==> config.mk <==
export PLATFORM = sky130hd
export DESIGN_NAME = dmem_lsu_flat
export DESIGN_NICKNAME = d
export VERILOG_FILES = /design/src/rtl/dmem_lsu_if.sv /design/src/rtl/dmem_lsu.sv /design/src/flat_wrapper.sv
export SDC_FILE = /design/constraint.sdc
export NUM_CORES = 2
export LEC_CHECK = 0
export BUFFER_PORTS_ARGS = -buffer_cell sky130_fd_sc_hd__buf_2
export CORE_UTILIZATION = 38
export DETAILED_ROUTE_END_ITERATION = 8
export PLACE_DENSITY_LB_ADDON = 0.08
export SLEW_MARGIN = 30
export SYNTH_ARGS = -nofsm -noshare
export SYNTH_HDL_FRONTEND = slang
export SYNTH_SLANG_ARGS = --single-unit
==> constraint.sdc <==
create_clock -name clk_i -period 5.7 [get_ports clk_i]
set_input_delay 0.855 -clock clk_i [delete_from_list [all_inputs] [get_ports clk_i]]
set_output_delay 0.855 -clock clk_i [all_outputs]
set_load 0.05 [all_outputs]
==> src/rtl/dmem_lsu_if.sv <==
// Request/response bus between the MEM stage (master) and the data memory LSU (slave).
interface dmem_lsu_if #(
  parameter int ADDR_W = 8
);
  logic              req_i;
  logic              we_i;
  logic [1:0]        size_i;
  logic              unsigned_i;
  logic [ADDR_W-1:0] addr_i;
  logic [31:0]       dato_i;
  logic              ready_o;
  logic              valid_o;
  logic [31:0]       dato_o;
  logic              err_o;

  modport master (
    output req_i, we_i, size_i, unsigned_i, addr_i, dato_i,
    input  ready_o, valid_o, dato_o, err_o
  );

  modport slave (
    input  req_i, we_i, size_i, unsigned_i, addr_i, dato_i,
    output ready_o, valid_o, dato_o, err_o
  );
endinterface

==> src/rtl/dmem_lsu.sv <==
// Data memory with integrated load/store unit: byte-lane stores, sign/zero
// extended loads, one-cycle registered response and misalignment flagging.
// An optional post-reset walk zeroes the whole array before accepting requests.
//
// state    | meaning
// ST_CLEAR | writing zero to word[cnt] each cycle, not ready
// ST_RUN   | accepting one request per cycle
module dmem_lsu #(
  parameter int ADDR_W       = 8,
  parameter bit CLEAR_ON_RST = 1'b1
) (
  input  logic     clk_i,
  input  logic     rst_ni,
  dmem_lsu_if.slave bus
);

  localparam int CNT_W = ADDR_W - 2;
  localparam int DEPTH = 2 ** CNT_W;
  localparam logic [CNT_W-1:0] CNT_ONE = {{(CNT_W-1){1'b0}}, 1'b1};

  typedef enum logic {ST_CLEAR, ST_RUN} state_e;

  localparam state_e RST_STATE = CLEAR_ON_RST ? ST_CLEAR : ST_RUN;

  state_e            state_q, state_d;
  logic [CNT_W-1:0]  cnt_q, cnt_d;
  logic              ready_q, ready_d;
  logic              valid_q, valid_d;
  logic [31:0]       dato_q, dato_d;
  logic              err_q, err_d;

  logic [31:0]       mem_q [DEPTH];

  logic              mem_we;
  logic [3:0]        mem_be;
  logic [CNT_W-1:0]  mem_idx;
  logic [31:0]       mem_wdata;

  logic              accept;
  logic              bad;
  logic [1:0]        lane;
  logic [CNT_W-1:0]  widx;
  logic [31:0]       rword;
  logic [7:0]        byte_sel;
  logic [15:0]       half_sel;
  logic [31:0]       load_data;
  logic [31:0]       store_data;
  logic [3:0]        store_be;

  assign lane = bus.addr_i[1:0];
  assign widx = bus.addr_i[ADDR_W-1:2];

  // Decode the incoming request: alignment check, store lanes and load extraction.
  always_comb begin
    accept     = bus.req_i & ready_q & (state_q == ST_RUN);
    bad        = 1'b0;
    store_data = 32'h0;
    store_be   = 4'h0;
    load_data  = 32'h0;
    rword      = mem_q[widx];
    byte_sel   = rword[{lane, 3'b000} +: 8];
    half_sel   = lane[1] ? rword[31:16] : rword[15:0];
    case (bus.size_i)
      2'b00: begin
        store_data = {4{bus.dato_i[7:0]}};
        store_be   = 4'b0001 << lane;
        load_data  = bus.unsigned_i ? {24'h0, byte_sel} : {{24{byte_sel[7]}}, byte_sel};
      end
      2'b01: begin
        bad        = lane[0];
        store_data = {2{bus.dato_i[15:0]}};
        store_be   = lane[1] ? 4'b1100 : 4'b0011;
        load_data  = bus.unsigned_i ? {16'h0, half_sel} : {{16{half_sel[15]}}, half_sel};
      end
      2'b10: begin
        bad        = (lane != 2'b00);
        store_data = bus.dato_i;
        store_be   = 4'b1111;
        load_data  = rword;
      end
      default: begin
        bad = 1'b1;
      end
    endcase
  end

  // Next-state, array write port and response generation.
  always_comb begin
    state_d   = state_q;
    cnt_d     = cnt_q;
    mem_we    = 1'b0;
    mem_be    = 4'h0;
    mem_idx   = widx;
    mem_wdata = store_data;
    case (state_q)
      ST_CLEAR: begin
        mem_we    = 1'b1;
        mem_be    = 4'hF;
        mem_idx   = cnt_q;
        mem_wdata = 32'h0;
        cnt_d     = cnt_q + CNT_ONE;
        if (cnt_q == {CNT_W{1'b1}}) begin
          state_d = ST_RUN;
        end
      end
      ST_RUN: begin
        if (accept && !bad && bus.we_i) begin
          mem_we = 1'b1;
          mem_be = store_be;
        end
      end
      default: begin
        state_d = ST_RUN;
      end
    endcase
    ready_d = (state_d == ST_RUN);
    valid_d = accept;
    err_d   = accept & bad;
    dato_d  = (accept && !bad && !bus.we_i) ? load_data : 32'h0;
  end

  // Control and response registers; cleared asynchronously.
  always_ff @(posedge clk_i or negedge rst_ni) begin
    if (!rst_ni) begin
      state_q <= RST_STATE;
      cnt_q   <= '0;
      ready_q <= 1'b0;
      valid_q <= 1'b0;
      dato_q  <= 32'h0;
      err_q   <= 1'b0;
    end else begin
      state_q <= state_d;
      cnt_q   <= cnt_d;
      ready_q <= ready_d;
      valid_q <= valid_d;
      dato_q  <= dato_d;
      err_q   <= err_d;
    end
  end

  // Data array with per-byte write enables; contents are not reset.
  always_ff @(posedge clk_i) begin
    if (mem_we) begin
      for (int b = 0; b < 4; b++) begin
        if (mem_be[b]) begin
          mem_q[mem_idx][8*b +: 8] <= mem_wdata[8*b +: 8];
        end
      end
    end
  end

  assign bus.ready_o = ready_q;
  assign bus.valid_o = valid_q;
  assign bus.dato_o  = dato_q;
  assign bus.err_o   = err_q;

endmodule
==> src/flat_wrapper.sv <==
// flat-port wrapper written by rule: the top's interface ports become plain ports
module dmem_lsu_flat 
#(
  parameter int ADDR_W       = 8,
  parameter bit CLEAR_ON_RST = 1'b1
)
  (clk_i, rst_ni, bus_req_i, bus_we_i, bus_size_i, bus_unsigned_i, bus_addr_i, bus_dato_i, bus_ready_o, bus_valid_o, bus_dato_o, bus_err_o);
  dmem_lsu_if #(.ADDR_W(ADDR_W)) bus_i ();
  input  logic clk_i;
  input  logic rst_ni;
  input wire logic [$bits(bus_i.req_i)-1:0] bus_req_i;
  input wire logic [$bits(bus_i.we_i)-1:0] bus_we_i;
  input wire logic [$bits(bus_i.size_i)-1:0] bus_size_i;
  input wire logic [$bits(bus_i.unsigned_i)-1:0] bus_unsigned_i;
  input wire logic [$bits(bus_i.addr_i)-1:0] bus_addr_i;
  input wire logic [$bits(bus_i.dato_i)-1:0] bus_dato_i;
  output wire logic [$bits(bus_i.ready_o)-1:0] bus_ready_o;
  output wire logic [$bits(bus_i.valid_o)-1:0] bus_valid_o;
  output wire logic [$bits(bus_i.dato_o)-1:0] bus_dato_o;
  output wire logic [$bits(bus_i.err_o)-1:0] bus_err_o;
  assign bus_i.req_i = bus_req_i;
  assign bus_i.we_i = bus_we_i;
  assign bus_i.size_i = bus_size_i;
  assign bus_i.unsigned_i = bus_unsigned_i;
  assign bus_i.addr_i = bus_addr_i;
  assign bus_i.dato_i = bus_dato_i;
  assign bus_ready_o = bus_i.ready_o;
  assign bus_valid_o = bus_i.valid_o;
  assign bus_dato_o = bus_i.dato_o;
  assign bus_err_o = bus_i.err_o;
  dmem_lsu #(.ADDR_W(ADDR_W), .CLEAR_ON_RST(CLEAR_ON_RST)) u_core (.clk_i(clk_i), .rst_ni(rst_ni), .bus(bus_i));
endmodule
==> metrics.md <==
| Metric | Value |
|---|---|
| Status | `finished clean` |
| First-pass GRT wire length | `341000 um` |
| Peak VDD IR | `0.344 mV` |
| Total negative slack | `0 ps` |
| Xor and xnor area share after synthesis | `less than 1%` |
| Initial antenna violation count | `12` |
| Met1 WL | `102000 um` |
| Top layer in use | `met4` |
| Synth top area cells | `edfxtp_1, mux4_2, nor2_1` |
| First-pass DRT Iterations | `8` |
| Root Driver | `clkbuf_16` |
| Final setup violation count | `0` |
| Fin area | `94800 um2` |
| Mapped Avg Cell Area | `22.0 um2` |
| Combinational share of power | `2.5%` |
| Synth area leader | `edfxtp_1` |
| DP HPWL | `approximately 160000 um` |
| Kind of critical path | `primary input to register` |
| Total Power | `31500 uW` |
| Final count of pins violating max slew | `0` |
| Async SR Flop Fraction | `slightly below 2%` |
| CTS tree | `yes` |
| Worst Hold Class | `primary input to asynchronous set/reset pin` |
| Die width | `between 400 and 500 um` |
| Row count | `169` |
| GR Overflow Total | `0` |
| Layout area overhead | `16.1%` |
| Ys flop type | `edfxtp_1` |
| Sequential element share of the synthesized area | `around three quarters` |
| Compound-cell area share of the yosys netlist | `1.30%` |
| Die area | `about 220000 um2` |
| Synth Area in Simple Gates | `2.83%` |
| Finished Core Util | `44.5%` |
| Post-CTS Hold Fix Bufs | `0` |
| I/O pins | `approximately 80` |
| Max_cap viols | `0` |
| Synth cell types | `52` |
| Layout Skew | `29.6 ps` |
| Max Freq | `~0.26 GHz` |
| Clock sink total | `2089` |
| Worst-path fanout max | `37` |
| Ratio of total power to cell area | `332 nW/um2` |
| Largest family of logic cells by synthesized area | `multiplexers` |
| Die Y | `~470 um` |
| Worst skew pair latency | `880 ps` |
| Critical path arrival | `4550 ps` |
| Crit path required time | `6460 ps` |
| Int Pwr | `24900 uW` |
| Largest net degree at the start of global routing | `83` |
| Sw frac | `~21%` |
| Core area | `213000 um2` |
| Placed Instance Area | `approximately 88000 um2` |
| Worst slew pin tran | `1050 ps` |
| PortBufs | `81` |
| GP Congestion | `0.926` |
| Final antenna-violating net count | `0` |
| Switching power | `6550 uW` |
| Setup bufs post-CTS | `0` |
| Max_slew headroom | `between 20% and 30%` |
| Met2 WL | `120000 um` |
| Post-synth top cells | `edfxtp_1, mux4_2, nor2_1` |
| Clk slew on worst S/H paths | `approximately 60 ps` |
| Overall routed net length | `approximately 250000 um` |
| Vias/cell | `5.58` |
| Multiplexer share of the synthesized area | `between 15 and 20%` |
| RSZ-0062 raised after global routing | `no` |
| Post-synth EDFFs | `2048` |
| Most frequent cell after synthesis | `edfxtp_1` |
| Synth Area in Adders | `0.0153%` |
| Seq pwr share | `52.7%` |
| Startpoint class of the critical path | `primary input` |
| TritonCTS buffer count | `approximately 220` |
| DRT iter0 DRCs | `4041` |
| Tmin final | `3800 ps` |
| Synth Warn # | `0` |
| Final period util | `between 60% and 70%` |
| Vias in the first global route | `41100` |
| Initial Utilization | `between 30% and 40%` |
| Cts repair resizes | `0` |
| Drt wl/cell | `roughly 34 um` |
| H-Tree Depth | `4` |
| Post-Synthesis Cells | `about 3700` |
| Ratio of cells with drive above 1 in the final layout | `32.4%` |
| Clock power frac | `44.8%` |
| Gr usage total | `a little under a quarter` |
| Crit. End Element | `register` |
| Nets | `4192` |
| Static leakage | `0.0259 uW` |
| Drt drc | `0` |
| Synthesized flop and latch total | `~2100` |
| Fin. Hold Viols | `0` |
| Maximum root-to-sink buffer count | `3` |
| Met3 WL | `13400 um` |
| Mapped Area | `between 80000 and 90000 um2` |
| Synthesized net count | `3770` |
| Via Count | `about 40000` |
| Synth top area share | `roughly three quarters` |
| Final hold slack | `between 60 and 70 ps` |
## layout by cell type, fill, tap and decap left out, drive strengths merged, types with 6 or more instances in the layout
master,n
buf,408
dfrtp,41
o22ai,8
inv,16
nor3,10
a31oi,13
mux2,10
and3,6
o21ai,9
a22o,7
nand2,136
and2,15
a22oi,29
mux2i,89
a221o,14
clkbuf,274
nand2b,6
a21oi,42
clkinv,107
bufinv,18
edfxtp,2048
nor2,303
nor2b,39
nand3,23
mux4,605
diode,7
## registers in the layout, indices dropped and copies added, names as in the netlist
signal,flops
u_core.bus.dato_o,32
u_core.bus.err_o,1
u_core.bus.valid_o,1
u_core.cnt_q,6
u_core.mem_q,2048
u_core.state_q,1
## metal layers
layer	GRT usage, %	vias up
li1	-	16400
met1	30.3	22000
met2	37.1	1216
met3	4.15	382
met4	9.67	0
met5	0.220	-
## area by class of cell
class                           instances  area, um2
Fill cell                           18000     118000
Antenna cell                            7       17.5
Clock inverter                        137       1210
Multi-Input combinational cell       1414      18400
Timing Repair Buffer                  408       3310
Sequential cell                      2089      62500
Clock buffer                          274       5840
Tap cell                             2821       3530
Inverter                                9       41.3
## worst paths after layout
kind                                  from                     to  slack, ps  cells past startpoint
max                          bus_addr_i[2]  u_core.bus.dato_o[26]       1900                     11
min in group clk_i           bus_addr_i[1]       u_core.bus.err_o        460                      3
max in group asynchronous           rst_ni         u_core.state_q       5160                      2
min                                 rst_ni  u_core.bus.dato_o[19]         70                      2
max reg2reg                 u_core.state_q   u_core.mem_q[24][21]       1940                      7
min reg2reg                u_core.cnt_q[1]        u_core.cnt_q[1]        540                      1
## per-stage QoR
stage / std cells / worst slack, ps
floorplan: 3722 / 1710
global route: 7157 / 1790
detailed placement: 6737 / 1050
finish: 7159 / 1900
global placement: 6733 / 1070
CTS: 7148 / 1970
## worst max-delay path, cell delays in order
cell and delay (ps):
buf_8 400, buf_12 330, mux4_2 530, mux2i_1 250
nor3_1 80, nor4_1 880, a211oi_1 220, a2bb2oi_1 310
a311o_1 300, buf_4 220, nand2_1 80
## logic make-up (layout without fill, tap and decap cells)
| family | after synthesis | in the layout |
|---|---|---|
| multiplexers | 704 | 704 |
| buffers and inverters | 219 | 828 |
| XOR/XNOR | 5 | 5 |
| other | 0 | 7 |
| AND/OR/NAND/NOR | 550 | 550 |
| flip-flops | 2089 | 2089 |
| adder cells (fa/ha/maj) | 1 | 1 |
| AO/OA/AOI/OAI | 154 | 154 |
## power by group through the flow
| stage | registers (uW) | clock network [uW] | logic (uW) |
|---|---|---|---|
| final | 16600 | 14100 | 785 |
| after global routing | 16600 | 14900 | 822 |
| after CTS | 16600 | 14400 | 800 |
| after detailed placement | 16900 | 0 | 799 |
| after global placement | 16900 | 0 | 800 |
| after floorplan | 16900 | 0 | 486 |
Power figures use the tool's default switching activity.
